$ cat src/rtl/uart_tx_arbiter.sv
// uart_tx_arbiter: round-robin arbiter with line locking in front of one byte-serial UART TX engine.
// Ports:
//   clk, rst_n        clock, asynchronous active-low reset
//   req_valid/data    per-requester byte offer; byte i lives in req_data[8i+7:8i]
//   req_ready         one-hot accept strobe (valid && ready on a rising edge = accepted)
//   tx_data/tx_we     byte and write strobe to the TX engine
//   tx_ready          engine idle
//   grant_id          current or last owner
//   lock_active       a requester owns the engine
//   busy              FSM not idle
module uart_tx_arbiter #(
  parameter int N_REQ        = 4,
  parameter int ID_W         = 2,
  parameter int LOCK_TIMEOUT = 1024,
  parameter int TO_W         = 11
) (
  input  logic                clk,
  input  logic                rst_n,
  input  logic [N_REQ-1:0]    req_valid,
  input  logic [8*N_REQ-1:0]  req_data,
  output logic [N_REQ-1:0]    req_ready,
  output logic [7:0]          tx_data,
  output logic                tx_we,
  input  logic                tx_ready,
  output logic [ID_W-1:0]     grant_id,
  output logic                lock_active,
  output logic                busy
);
  typedef enum logic [1:0] {IDLE, LOAD, DRAIN, HOLD} state_t;
  state_t state, state_nx;
  logic [ID_W-1:0] winner, pick;
  logic [TO_W-1:0] cnt;
  logic [7:0] pick_data;
  logic any_req, take, expired;
  // Scan from the lowest priority (grant_id itself) up to grant_id+1 so the
  // last hit, i.e. the one closest after grant_id, wins.
  always_comb begin
    winner = grant_id;
    any_req = 1'b0;
    for (int k = N_REQ; k >= 1; k--) begin
      int idx;
      idx = int'(grant_id) + k;
      if (idx >= N_REQ) idx = idx - N_REQ;
      if (req_valid[idx]) begin
        winner = ID_W'(idx);
        any_req = 1'b1;
      end
    end
  end
  // In HOLD only the owner can be served; in IDLE the round-robin winner.
  assign pick = (state == HOLD) ? grant_id : winner;
  assign take = rst_n && ((state == IDLE && tx_ready && any_req) || (state == HOLD && req_valid[grant_id]));
  assign expired = (cnt == TO_W'(LOCK_TIMEOUT - 1));
  assign req_ready = take ? (N_REQ'(1) << pick) : '0;
  assign busy = (state != IDLE);
  always_comb begin
    pick_data = '0;
    for (int i = 0; i < N_REQ; i++)
      if (ID_W'(i) == pick) pick_data = req_data[8*i +: 8];
  end
  always_comb begin
    state_nx = state;
    unique case (state)
      IDLE:  state_nx = take ? LOAD : IDLE;
      LOAD:  state_nx = tx_ready ? LOAD : DRAIN;
      DRAIN: state_nx = !tx_ready ? DRAIN : (tx_data == 8'h0A) ? IDLE : HOLD;
      HOLD:  state_nx = take ? LOAD : expired ? IDLE : HOLD;
      default: state_nx = IDLE;
    endcase
  end
  always_ff @(posedge clk or negedge rst_n) begin
    if (!rst_n) begin
      state       <= IDLE;
      tx_we       <= 1'b0;
      tx_data     <= '0;
      grant_id    <= ID_W'(N_REQ - 1);
      lock_active <= 1'b0;
      cnt         <= '0;
    end else begin
      state <= state_nx;
      if (take) begin
        tx_data     <= pick_data;
        grant_id    <= pick;
        tx_we       <= 1'b1;
        lock_active <= 1'b1;
      end
      if (state == LOAD && !tx_ready) tx_we <= 1'b0;
      if (state == DRAIN && tx_ready) begin
        cnt <= '0;
        if (tx_data == 8'h0A) lock_active <= 1'b0;
      end
      // An owner request on the expiry cycle is taken above, keeping the lock.
      if (state == HOLD && !take) begin
        cnt <= cnt + TO_W'(1);
        if (expired) lock_active <= 1'b0;
      end
    end
  end
endmodule

$ cat config.mk
export PLATFORM = sky130hd
export DESIGN_NAME = uart_tx_arbiter
export DESIGN_NICKNAME = d
export VERILOG_FILES = /design/src/rtl/uart_tx_arbiter.sv
export SDC_FILE = /design/constraint.sdc
export NUM_CORES = 1
export LEC_CHECK = 0
export BUFFER_PORTS_ARGS = -buffer_cell sky130_fd_sc_hd__clkbuf_2
export CAP_MARGIN = 40
export CORE_MARGIN = 10
export CORE_UTILIZATION = 53
export DETAILED_ROUTE_END_ITERATION = 12
export GPL_TIMING_DRIVEN = 0
export PLACE_DENSITY_LB_ADDON = 0.12
export SLEW_MARGIN = 30
export SYNTH_ARGS = -nofsm -noshare
export SYNTH_HDL_FRONTEND = slang
export SYNTH_SLANG_ARGS = --single-unit
$ cat constraint.sdc
create_clock -name clk -period 7.1 [get_ports clk]
set_clock_uncertainty 0.2 [all_clocks]
set_input_delay 1.065 -clock clk [delete_from_list [all_inputs] [get_ports clk]]
set_output_delay 1.065 -clock clk [all_outputs]
set_load 0.1 [all_outputs]
=== After elaboration in Yosys (flattened, before gate mapping) ===
Index checks and enable logic that the tools add are counted.

* Register bits after elaboration: 25
* Logic and storage cells: 96
* Memories kept: 0
* Output and inout port bits: 17
* Bits in writable memories: 0
* Input port bits: 39
* Memory bits (read-only): 0
* Latch bits: 0

* Equality and inequality tests: 8
* $mul: 0
* Mux-type cells: 48
* Order comparisons: 9
* Reductions and logical operators: 15
* Add/sub/neg operators: 9
* Div/mod/pow operators: 0
* Shift-type cells: 1
* Bitwise gates (word level): 0

{| class="wikitable"
|+ Operators with widths
! cell !! number
|-
| $lt A32 B4 Y1 const B || 4
|-
| $mux W32 || 4
|-
| $mux W8 || 4
|-
| $mux W11 || 2
|-
| $mux W1 || 21
|-
| $mux W2 || 10
|-
| $sub A3 B3 Y4 const B || 3
|-
| $add A11 B1 Y11 const B || 1
|-
| $eq A11 B10 Y1 const B || 1
|-
| $bmux W1 S2 || 5
|-
| $ge A3 B3 Y1 const B || 3
|-
| $eq A8 B4 Y1 const B || 1
|-
| $pmux W2 S4 || 1
|-
| $logic_and A1 B1 Y1 || 7
|-
| $add A2 B2 Y3 const B || 2
|-
| $reduce_bool A2 Y1 || 3
|-
| $sub A4 B3 Y5 const B || 1
|-
| $add A2 B3 Y4 const B || 1
|-
| $eq A2 B2 Y1 const A || 2
|-
| $eq A2 B2 Y1 const B || 2
|-
| $ge A4 B3 Y1 const B || 1
|-
| $logic_not A2 Y1 || 2
|-
| $mux W4 || 1
|-
| $shl A1 B2 Y4 const A || 1
|-
| 6 further kinds || 7
|}

=== Logic depth before layout (Yosys ltp) ===
Gate-level depths: netlist of the first run.

* Word-level depth: 18
* Gate-level depth with buffers: 8

=== Worst setup path before layout of the first run ===
Ideal clock, no wire load.

* Path type: input -> output
* From: in req_valid[0]
* To: out req_ready[0]
* Arrival time: 3270 ps
* Stages on the path: 6
* Slack: 2565 ps
* Cells stage by stage: nor4_1 nor4b_1 a31o_2 buf_2 nand2_1 nor2_1

* Longest elaborated chain between the ends: 11
* Elaborated cells on any way between the ends: 29

{| class="wikitable"
|+ RTL lines
! item !! line !! source
|-
| start: declaration || 19 || <nowiki>input logic [N_REQ-1:0] req_valid,</nowiki>
|-
| $bmux W1 S2 || 44 || <nowiki>if (req_valid[idx]) begin</nowiki>
|-
| $mux W1 (not written as such) (2 in a row) || 44 ||
|-
| $mux W1 (4 in a row) || 44 ||
|-
| $logic_and A1 B1 Y1 || 52 || <nowiki>assign take = rst_n && ((state == IDLE && tx_ready && any_req) || (state == HOLD && req_valid[grant_id]));</nowiki>
|-
| $logic_or A1 B1 Y1 || 52 ||
|-
| $logic_and A1 B1 Y1 || 52 ||
|-
| $mux W4 * || 54 || <nowiki>assign req_ready = take ? (N_REQ'(1) << pick) : '0;</nowiki>
|-
| end: declaration || 21 || <nowiki>output logic [N_REQ-1:0] req_ready,</nowiki>
|}

Every way passes the cells marked *; elsewhere a longest branch is shown, timed or not. The select of a mux whose other input is x is not followed.

=== Final worst setup path of the first run ===
* From: in rst_n
* To: out req_ready[0]

* Longest elaborated chain between the ends: 2

{| class="wikitable"
|+ RTL lines
! item !! line !! source
|-
| start: declaration || 18 || <nowiki>input logic rst_n,</nowiki>
|-
| $logic_and A1 B1 Y1 || 52 ||
|-
| $mux W4 || 54 ||
|}

No other way between the ends.

==> results.cfg, run 1 <==
[clocking]
cts_tree = done
cts.clk_slew.worst_paths_ps = 160
post_cts_buffers = 0
tritoncts.num_buffers = 3
htreeDepth = 1
cts_hold_buf = 0
clock_sink_count = 25
count_of_instances_resized_after_the_clock_tree_is_built = 0
cts-root-buf = sky130_fd_sc_hd__clkbuf_4
cts.path.max_buffers = 2
clk_latency_ps = 330

[run]
cap_violations = 0

[setup_path]
critical_path.max_stage_delay_ps = 540
timing.critical_path.buf_inv = 3
critical_path_top_delay_cell = sky130_fd_sc_hd__clkbuf_2
cp_data_required_time_ps = 5830
critPathCaptureType = primary output
timing.critical_path.cells = clkbuf_2 -> nor4b_1 -> a31o_2 -> buf_2 -> nand2_1 -> nor2_1 -> clkbuf_2
path_common_cell = sky130_fd_sc_hd__clkbuf_2
worst-setup-path-type = in -> out
crit_path_start_kind = primary input
regToRegStartpoint = grant_id[1]
critical_path.startpoint = rst_n
critical-path-top-delay-family = buffers and inverters
worstPathArrival_ps = 3360
critical_path_peak_fanout = 30

[timing]
tightest_slew_ps = 847
final.setup.tns_ps = 0
rsz_0062_raised_after_global_routing = no
achievable-frequency_mhz = 216
worst_slew_margin_rel = 0.433
final-hold-violation-count = 0
finalCriticalPeriod_ps = 4620
finalSetupViolCount = 0
slew_violations = 0
final.period_utilization = 0.651

[final_layout]
post_route_cells_drive_above_1_share = 0.329
final_net_count = 260
n_fill_cell = 235
num_antenna_cells = 0
layout_overhead_on_the_synthesized_area_pct = 22.7

[placement]
dp.final_hpwl_mm = 3.29
finalWeightedCongestion = 0.859
numPortBuffers = 55

[synthesis]
syn-num-nets = 200
synth-edff-count = 0
syn_area_per_cell_sq_um = 9.51
yosysSeqAreaShare = 0.413
mapped_cells = 160
yosys_register_bits = 25
yosys_warnings = 0
syn-cell-area_sq_um = 1520
synth_async_sr_flop_share = 1.00
yosys_most_used_dff = sky130_fd_sc_hd__dfrtp_1
synth_cell_types = 44

[routing]
total_detailed_routing_wirelength_mm = 4.14
post_drt_via_cell_ratio = 5.87
dr_total_vias = 1467
drt_first_iter_violations = 49
routed_wire_length_per_instance_um = 16.6
post-route-drc-count = 0
detail_route.first_pass.iterations = 4
route.antenna.remaining_nets = 0

[floorplan]
placeable_core_region_sq_um = 2760
die_h_um = 73.6
fp-row-count = 19
design.portCount = 56
width_of_the_die_um = 73.6
dieArea_sq_um = 5410
floorplan.initialDensity = 0.552

[global_route]
gr-usage-met2 = 0.266
globalRoute.busiestLayer = met2
grt_pass1_wl_mm = 6.76
grt_antenna_before_repair = 0
grt_max_degree = 31
grt_pass1_vias = 1545
globalRouteMet1Util = 0.170
grtUsageMet3 = 0.0377
gr-total-overflow = 0
grt_use_total = 0.151

[power_and_ir_drop]
finalPower_uw = 958
power_density_nw_per_um2 = 513
static-leakage-power_nw = 0.930
worst_ir_drop_on_vdd_mv = 0.452

[hold_path]
worst_hold_path_type = reg -> reg
hp-start = tx_we

[status]
result_of_the_run = complete, no violations
## cell families (layout without fill, tap and decap cells)
group | after synthesis | count (layout) | share of synthesized area
compound gates | 33 | 33 | 0.162
xor+xnor | 1 | 1 | 0.00576
fa+ha+maj | 1 | 1 | 0.00822
buf+inv | 7 | 66 | 0.0288
flops | 25 | 25 | 0.413
mux | 23 | 23 | 0.160
simple gates | 70 | 70 | 0.223
## registers in the layout (all words and copies together), names as in the netlist
signal / cells
cnt: 11
tx_data: 8
grant_id: 2
state: 2
lock_active: 1
tx_we: 1
## cell type report
class,instances,area [sq um],share of cell area
Multi-Input combinational cell,128,850,0.455
Sequential cell,25,628,0.336
Timing Repair Buffer,55,275,0.147
Tap cell,31,38.8,0.0208
Buffer,5,36.3,0.0194
Clock buffer,3,22.5,0.0121
Clock inverter,1,8.76,0.00469
Inverter,2,7.51,0.00402
## layer usage
metal	vias to the layer above	wire length, um
li1	719	-
met1	701	1700
met2	41	2140
met3	6	248
met4	0	55
met5	-	0
## through the flow
| step | instance area (sq um) | util | cells | hold slack (ps) | setup WS, ps |
|---|---|---|---|---|---|
| 2_1_floorplan | 1520 | - | 160 | 260 | 2560 |
| 3_3_place_gp | 1840 | 0.666 | 246 | 278 | 2470 |
| 3_5_place_dp | 1840 | 0.666 | 246 | 293 | 2440 |
| 4_1_cts | 1870 | 0.677 | 250 | 323 | 2430 |
| 5_1_grt | 1870 | 0.677 | 250 | 341 | 2230 |
| 6_report | 1870 | 0.677 | 250 | 324 | 2480 |
## layout by cell type (no fill, tap or decap), types with 7 or more instances in the layout
cell type	n
sky130_fd_sc_hd__o21ai_0	8
sky130_fd_sc_hd__nand2_1	29
sky130_fd_sc_hd__clkbuf_2	55
sky130_fd_sc_hd__nor2_1	11
sky130_fd_sc_hd__nand3_1	7
sky130_fd_sc_hd__dfrtp_1	23
sky130_fd_sc_hd__mux2i_1	22
sky130_fd_sc_hd__o221ai_1	9
## cell usage after synthesis, drive strengths merged (3+ instances only)
cell / count / area (sq um)
nand2: 30 / 115
dfrtp: 23 / 576
mux2i: 22 / 220
nor2: 11 / 41.3
o221ai: 9 / 78.8
o21ai: 8 / 40.0
nand3: 7 / 35.0
buf: 5 / 36.3
a21oi: 3 / 18.8
nand2b: 3 / 18.8
nand4: 3 / 18.8
nor4: 3 / 18.8
## worst paths after layout
kind / end / slack [ps] / cells after the start
min: tx_we / 320 / 2
max in group asynchronous: tx_data[5] / 5690 / 1
max reg2reg: tx_data[3] / 4570 / 5
max: req_ready[0] / 2480 / 7
min reg2reg: tx_we / 320 / 2
min in group asynchronous: lock_active / 550 / 1
## worst register-to-register path, cell delays in order (launching register included)
cell	delay (ps)
sky130_fd_sc_hd__dfstp_2	560
sky130_fd_sc_hd__buf_6	120
sky130_fd_sc_hd__mux4_2	560
sky130_fd_sc_hd__a31oi_1	680
sky130_fd_sc_hd__nand2_1	190
sky130_fd_sc_hd__o221ai_1	120
## where the power goes
part	leakage, nW	internal (mW)	switching (mW)	total [mW]
logic	0.603	0.173	0.468	0.641
clock network	0.0183	0.0230	0.0485	0.0714
registers	0.309	0.198	0.0476	0.245
(Power assumes the default switching activity.)
==> run 2: changes to the inputs <==
- ABC_AREA: unset -> 1
- CORE_UTILIZATION: 53 -> 48
- clock period: 7.1 -> 4.2 ns (I/O delays scaled with it)
==> results.cfg, run 2 <==
[placement]
finalWeightedCongestion = 0.837
dp.final_hpwl_mm = 4.12
numPortBuffers = 55
placed_instances = 408

[setup_path]
critical_path_depth = 13
critical_path_top_delay_cell = sky130_fd_sc_hd__dfstp_2
critical_path.startpoint = grant_id[0]
worst-setup-path-type = reg -> out
critical_path_peak_fanout = 10
regToRegStartpoint = grant_id[0]
critPathCaptureType = primary output
timing.rr.end = tx_data[7]
path_common_cell = sky130_fd_sc_hd__nand2_1
critical_path.max_stage_delay_ps = 550
crit_path_start_kind = register
cp_data_required_time_ps = 3370
timing.critical_path.buf_inv = 4
worstPathArrival_ps = 2700
reg2regPathDepth = 13
critical-path-top-delay-family = buffers and inverters
timing.critical_path.to = req_ready[1]
r2r_setup_slack_ps = 1950
timing.critical_path.cells = buf_6 -> inv_8 -> nand2_1 -> nand3_2 -> nand2_1 -> nor2_1 -> nand2_1 -> nand2_2 -> a21oi_4 -> buf_6 -> nand2_1 -> nor2_1 -> clkbuf_2

[routing]
total_detailed_routing_wirelength_mm = 5.02
post_drt_via_cell_ratio = 4.75
dr_total_vias = 1956
routed_wire_length_per_instance_um = 12.2
detail_route.first_pass.iterations = 4
drt_first_iter_violations = 97
post-route-drc-count = 0
route.antenna.remaining_nets = 0

[clocking]
count_of_instances_resized_after_the_clock_tree_is_built = 0
cts.path.max_buffers = 2
cts.clk_slew.worst_paths_ps = 90
tritoncts.num_buffers = 3
cts_tree = done
clock_sink_count = 25
cts_hold_buf = 0
post_cts_buffers = 0
htreeDepth = 1
cts-root-buf = sky130_fd_sc_hd__clkbuf_8
clk_latency_ps = 270

[final_layout]
post_route_cells_drive_above_1_share = 0.361
post-route-util = 0.583
final_net_count = 401
top_regs = cnt: 11 flops, tx_data: 8 flops
mostFrequentLayoutCell = sky130_fd_sc_hd__nand2_1
largest_register_ffs = 11
number_of_cells_in_the_finished_layout_apart_from_fillers = 412
final_cell_mix = sky130_fd_sc_hd__nand2_1, sky130_fd_sc_hd__clkbuf_2, sky130_fd_sc_hd__inv_1, sky130_fd_sc_hd__nor2_1, sky130_fd_sc_hd__dfrtp_1
footprint_of_the_flip_flops_and_latches_sq_um = 628
num_antenna_cells = 0
multi_input_area_sq_um = 1230
n_fill_cell = 408
top_register = cnt
layout_overhead_on_the_synthesized_area_pct = 18.1

[synthesis]
compound_gate_fraction_of_synth_area = 0.118
yosys.cell_count.top_type = sky130_fd_sc_hd__nand2_1
muxShareOfSynthArea = 0
yosysSeqAreaShare = 0.294
yosys_most_used_dff = sky130_fd_sc_hd__dfrtp_1
yosys_register_bits = 25
synthTopCellsByCount = sky130_fd_sc_hd__nand2_1, sky130_fd_sc_hd__inv_1, sky130_fd_sc_hd__nor2_1
synth_async_sr_flop_share = 1.00
synth-edff-count = 0
synth_xor_xnor_area_share = 0.0123
synth_cell_types = 35
yosys-top-cells-area = sky130_fd_sc_hd__dfrtp_1, sky130_fd_sc_hd__nand2_1, sky130_fd_sc_hd__inv_1
synth_top_cell_area_share = 0.270
syn-num-nets = 341
yosysTopAreaCell = sky130_fd_sc_hd__dfrtp_1
synth-simple-area-share = 0.438
synth_top_family_by_area = simple AND/OR/NAND/NOR gates
yosys_warnings = 0
syn-cell-area_sq_um = 2130
mapped_cells = 301
post_synth_fa_ha_maj_area_fraction = 0.00586
syn_area_per_cell_sq_um = 7.09

[timing]
final-hold-violation-count = 0
finalSetupViolCount = 0
finalCriticalPeriod_ps = 3530
rsz_0062_raised_after_global_routing = no
slew_violations = 0
final.setup.tns_ps = 0
worst_slew_margin_rel = 0.545
final.period_utilization = 0.840
tightest_slew_ps = 682
achievable-frequency_mhz = 283

[status]
result_of_the_run = complete, no violations

[global_route]
grt_pass1_wl_mm = 8.86
grt_use_total = 0.140
globalRoute.busiestLayer = met2
gr-usage-met2 = 0.234
grt_max_degree = 28
globalRouteMet1Util = 0.177
grt_pass1_vias = 2007
gr-total-overflow = 0
grt_antenna_before_repair = 0
grtUsageMet3 = 0.0460

[hold_path]
worst_hold_path_type = in -> async

[floorplan]
placeable_core_region_sq_um = 4320
floorplan.initialDensity = 0.494
dieArea_sq_um = 7510
die_h_um = 86.7
design.portCount = 56
fp-row-count = 24
width_of_the_die_um = 86.7

[run]
cap_violations = 0
run 2: cell types whose count changed in the layout (fill, tap and decap cells not counted), moves of 4 or more:
cell	change
sky130_fd_sc_hd__o221ai_1	-9
sky130_fd_sc_hd__inv_1	+42
sky130_fd_sc_hd__nor2_2	+4
sky130_fd_sc_hd__a21oi_2	+4
sky130_fd_sc_hd__nand2_1	+54
sky130_fd_sc_hd__mux2i_1	-22
sky130_fd_sc_hd__nand3_1	+13
sky130_fd_sc_hd__nand2_2	+16
sky130_fd_sc_hd__nand3_2	+7
sky130_fd_sc_hd__o21ai_2	+7
sky130_fd_sc_hd__nand2_4	+5
sky130_fd_sc_hd__inv_2	+4
sky130_fd_sc_hd__nor2_1	+23
run 2: kinds of logic after synthesis:
kind of cell	after synthesis
buf+inv	56
compound gates	31
simple gates	185
xor+xnor	3
flops	25
fa+ha+maj	1
run 2: worst min path at each step:
stage          slack, ps     from  depth (start not counted)      end
6_report             180    rst_n                          1   cnt[8]
2_1_floorplan        130    rst_n                          0   cnt[0]
3_5_place_dp         270  cnt[10]                          2  cnt[10]
3_3_place_gp         260  cnt[10]                          2  cnt[10]
4_1_cts              200    rst_n                          1   cnt[8]
5_1_grt              210    rst_n                          1   cnt[8]
run 2: cell type report:
type,count,area share
repair buffers,55,0.109
clock buffers,3,0.0164
clock inverters,1,0.00199
well taps,52,0.0258
plain buffers,6,0.0318
flip-flops and latches,25,0.249
multi-input cells,220,0.486
inverters,50,0.0794
run 2: layer usage:
metal,part of all wire,vias up
li1,-,1064
met1,0.48,847
met2,0.45,43
met3,0.063,2
met4,0.0030,0
met5,0,-
run 2: stage by stage:
| stage | hold WS [ps] | setup WS (ps) | instance area (sq um) |
|---|---|---|---|
| floorplan | 134 | 116 | 2130 |
| global placement | 264 | 820 | 2470 |
| detailed placement | 266 | 816 | 2470 |
| CTS | 202 | 644 | 2520 |
| global route | 212 | 459 | 2520 |
| finish | 178 | 671 | 2520 |
Power of run 2 is not shown: default switching activity piles up to over one toggle a cycle in this logic, so the estimate is an artifact.
==> run 3: changes to the inputs <==
- ABC_AREA: 1 -> 0
- CORE_UTILIZATION: 48 -> 44
- clock period: 4.2 -> 2.9 ns (I/O delays scaled with it)
==> results.cfg, run 3 (same netlist as run 1, synthesis figures left out) <==
[routing]
drt_first_iter_violations = 74
detail_route.first_pass.iterations = 4
post_drt_via_cell_ratio = 5.60
post-route-drc-count = 0
routed_wire_length_per_instance_um = 16.1
total_detailed_routing_wirelength_mm = 4.37
dr_total_vias = 1522
route.antenna.remaining_nets = 0

[power_and_ir_drop]
power_density_nw_per_um2 = 1220
netSwitchingFraction = 0.573
static-leakage-power_nw = 1.01
power_frac_comb = 0.695
worst_ir_drop_on_vdd_mv = 0.882
net_switching_power_mw = 1.46
seq_power_share = 0.244
fraction_of_power_consumed_by_the_clock_network = 0.061
power_report.internal_total_mw = 1.09

[timing]
worst_hold_slack_ps = 55.6
tightest_slew_ps = 751
setup_slack_ps = 66.5
slew_violations = 0
finalSetupViolCount = 0
worst_slew_margin_rel = 0.497
finalCriticalPeriod_ps = 2830
final.period_utilization = 0.977
achievable-frequency_mhz = 353
final-hold-violation-count = 0

[global_route]
grt_pass1_vias = 1568
grt_pass1_wl_mm = 7.10
gr-total-overflow = 0
grt_max_degree = 24
grt_use_total = 0.134
grt_antenna_before_repair = 0

[placement]
dp.final_hpwl_mm = 3.27
detailed_place.area_sq_um = 1900
finalWeightedCongestion = 0.772
placed_instances = 261
placement.setup.worst_slack_ps = -463
numPortBuffers = 55

[clocking]
tritoncts.num_buffers = 3
htreeDepth = 1
cts.path.max_buffers = 2
cts-root-buf = sky130_fd_sc_hd__clkbuf_4
clk_latency_ps = 310
cts_tree = done
clock_sink_count = 25
cts.clk_slew.worst_paths_ps = 130

[run]
cap_violations = 0

[final_layout]
fin_area_sq_um = 2080
post_route_cells_drive_above_1_share = 0.385
post-route-util = 0.624
mostFrequentLayoutCell = sky130_fd_sc_hd__clkbuf_2
largest_register_ffs = 11
number_of_cells_in_the_finished_layout_apart_from_fillers = 272
footprint_of_the_flip_flops_and_latches_sq_um = 636
layout_overhead_on_the_synthesized_area_pct = 36.8
top_register = cnt
final_cell_mix = sky130_fd_sc_hd__clkbuf_2, sky130_fd_sc_hd__nand2_1, sky130_fd_sc_hd__dfrtp_1, sky130_fd_sc_hd__mux2i_1, sky130_fd_sc_hd__o221ai_1
n_fill_cell = 291
final_net_count = 267
num_antenna_cells = 0
multi_input_area_sq_um = 923
top_regs = cnt: 11 flops, tx_data: 8 flops

[status]
result_of_the_run = complete, no violations

[floorplan]
width_of_the_die_um = 78.8
design.portCount = 56
dieArea_sq_um = 6210
floorplan.initialDensity = 0.456
placeable_core_region_sq_um = 3340
fp-row-count = 21
die_h_um = 78.8

[setup_path]
critical_path.max_stage_delay_ps = 690
critical_path.startpoint = grant_id[1]
r2r_setup_slack_ps = 290
reg2regPathDepth = 6
critical-path-top-delay-family = flip-flops
timing.critical_path.buf_inv = 1
cp_data_required_time_ps = 2270
regToRegStartpoint = grant_id[1]
worstPathArrival_ps = 2200
critical_path_peak_fanout = 9
worst-setup-path-type = reg -> out
timing.critical_path.cells = mux4_2 -> a31o_4 -> nand2_4 -> nor2_4 -> clkbuf_16
critical_path_top_delay_cell = sky130_fd_sc_hd__dfstp_4
timing.rr.end = tx_data[4]
critPathCaptureType = primary output
crit_path_start_kind = register
timing.critical_path.to = req_ready[1]
critical_path_depth = 5

[hold_path]
worst_hold_path_type = in -> async
[run 3: cell count changes in the layout (fill, tap and decap cells not counted), moves of 5 or more]
cell,change
sky130_fd_sc_hd__buf_4,+8
sky130_fd_sc_hd__clkbuf_2,-5
sky130_fd_sc_hd__inv_1,-42
sky130_fd_sc_hd__mux2i_1,+22
sky130_fd_sc_hd__nand2_1,-56
sky130_fd_sc_hd__nand2_2,-17
sky130_fd_sc_hd__nand3_1,-13
sky130_fd_sc_hd__nand3_2,-7
sky130_fd_sc_hd__nor2_1,-27
sky130_fd_sc_hd__o21ai_2,-7
sky130_fd_sc_hd__o221ai_1,+9
[run 3: per-stage QoR]
stage,setup TNS (ps),power [mW]
after global placement,-1490,2.22
after detailed placement,-1650,2.25
final,0,2.54
after global routing,-18.0,2.69
after CTS,0,2.54
after floorplan,-13.6,1.96
[run 3: final cells by class]
cell class,count,share of cell area
multi-input cells,128,0.444
flip-flops and latches,25,0.305
repair buffers,64,0.194
well taps,46,0.0276
plain buffers,3,0.0132
clock buffers,3,0.0108
inverters,2,0.00361
clock inverters,1,0.00240
[run 3: routing by layer]
metal  GRT usage  up-vias  part of all wire
met1       0.155      743              0.41
met3      0.0394        2             0.058
li1            -      735                 -
met4      0.0233        0            0.0043
met5           0        -                 0
met2       0.240       42              0.53
[run 3: worst min-delay path by stage]
stage	endpoint	slack (ps)	from
6_report	state[1]	60	rst_n
3_3_place_gp	cnt[3]	280	cnt[3]
3_5_place_dp	cnt[3]	300	cnt[3]
4_1_cts	tx_data[6]	230	req_data[6]
2_1_floorplan	cnt[0]	-60	rst_n
5_1_grt	tx_we	70	rst_n
[run 3: repair_timing]
item,in CTS,in global routing
setup endpoints to repair,4,4
hold buffers,2,0
hold endpoints to repair,23,0
buffers inserted,5,2
gates resized for setup,16,4
pin swaps,2,2
[run 3: power groups by stage]
stage / logic, mW / registers [mW] / clock network [mW]
global placement: 1.61 / 0.608 / 0
finish: 1.77 / 0.621 / 0.155
global route: 1.87 / 0.644 / 0.182
detailed placement: 1.64 / 0.613 / 0
floorplan: 0.837 / 1.12 / 0
CTS: 1.77 / 0.606 / 0.164
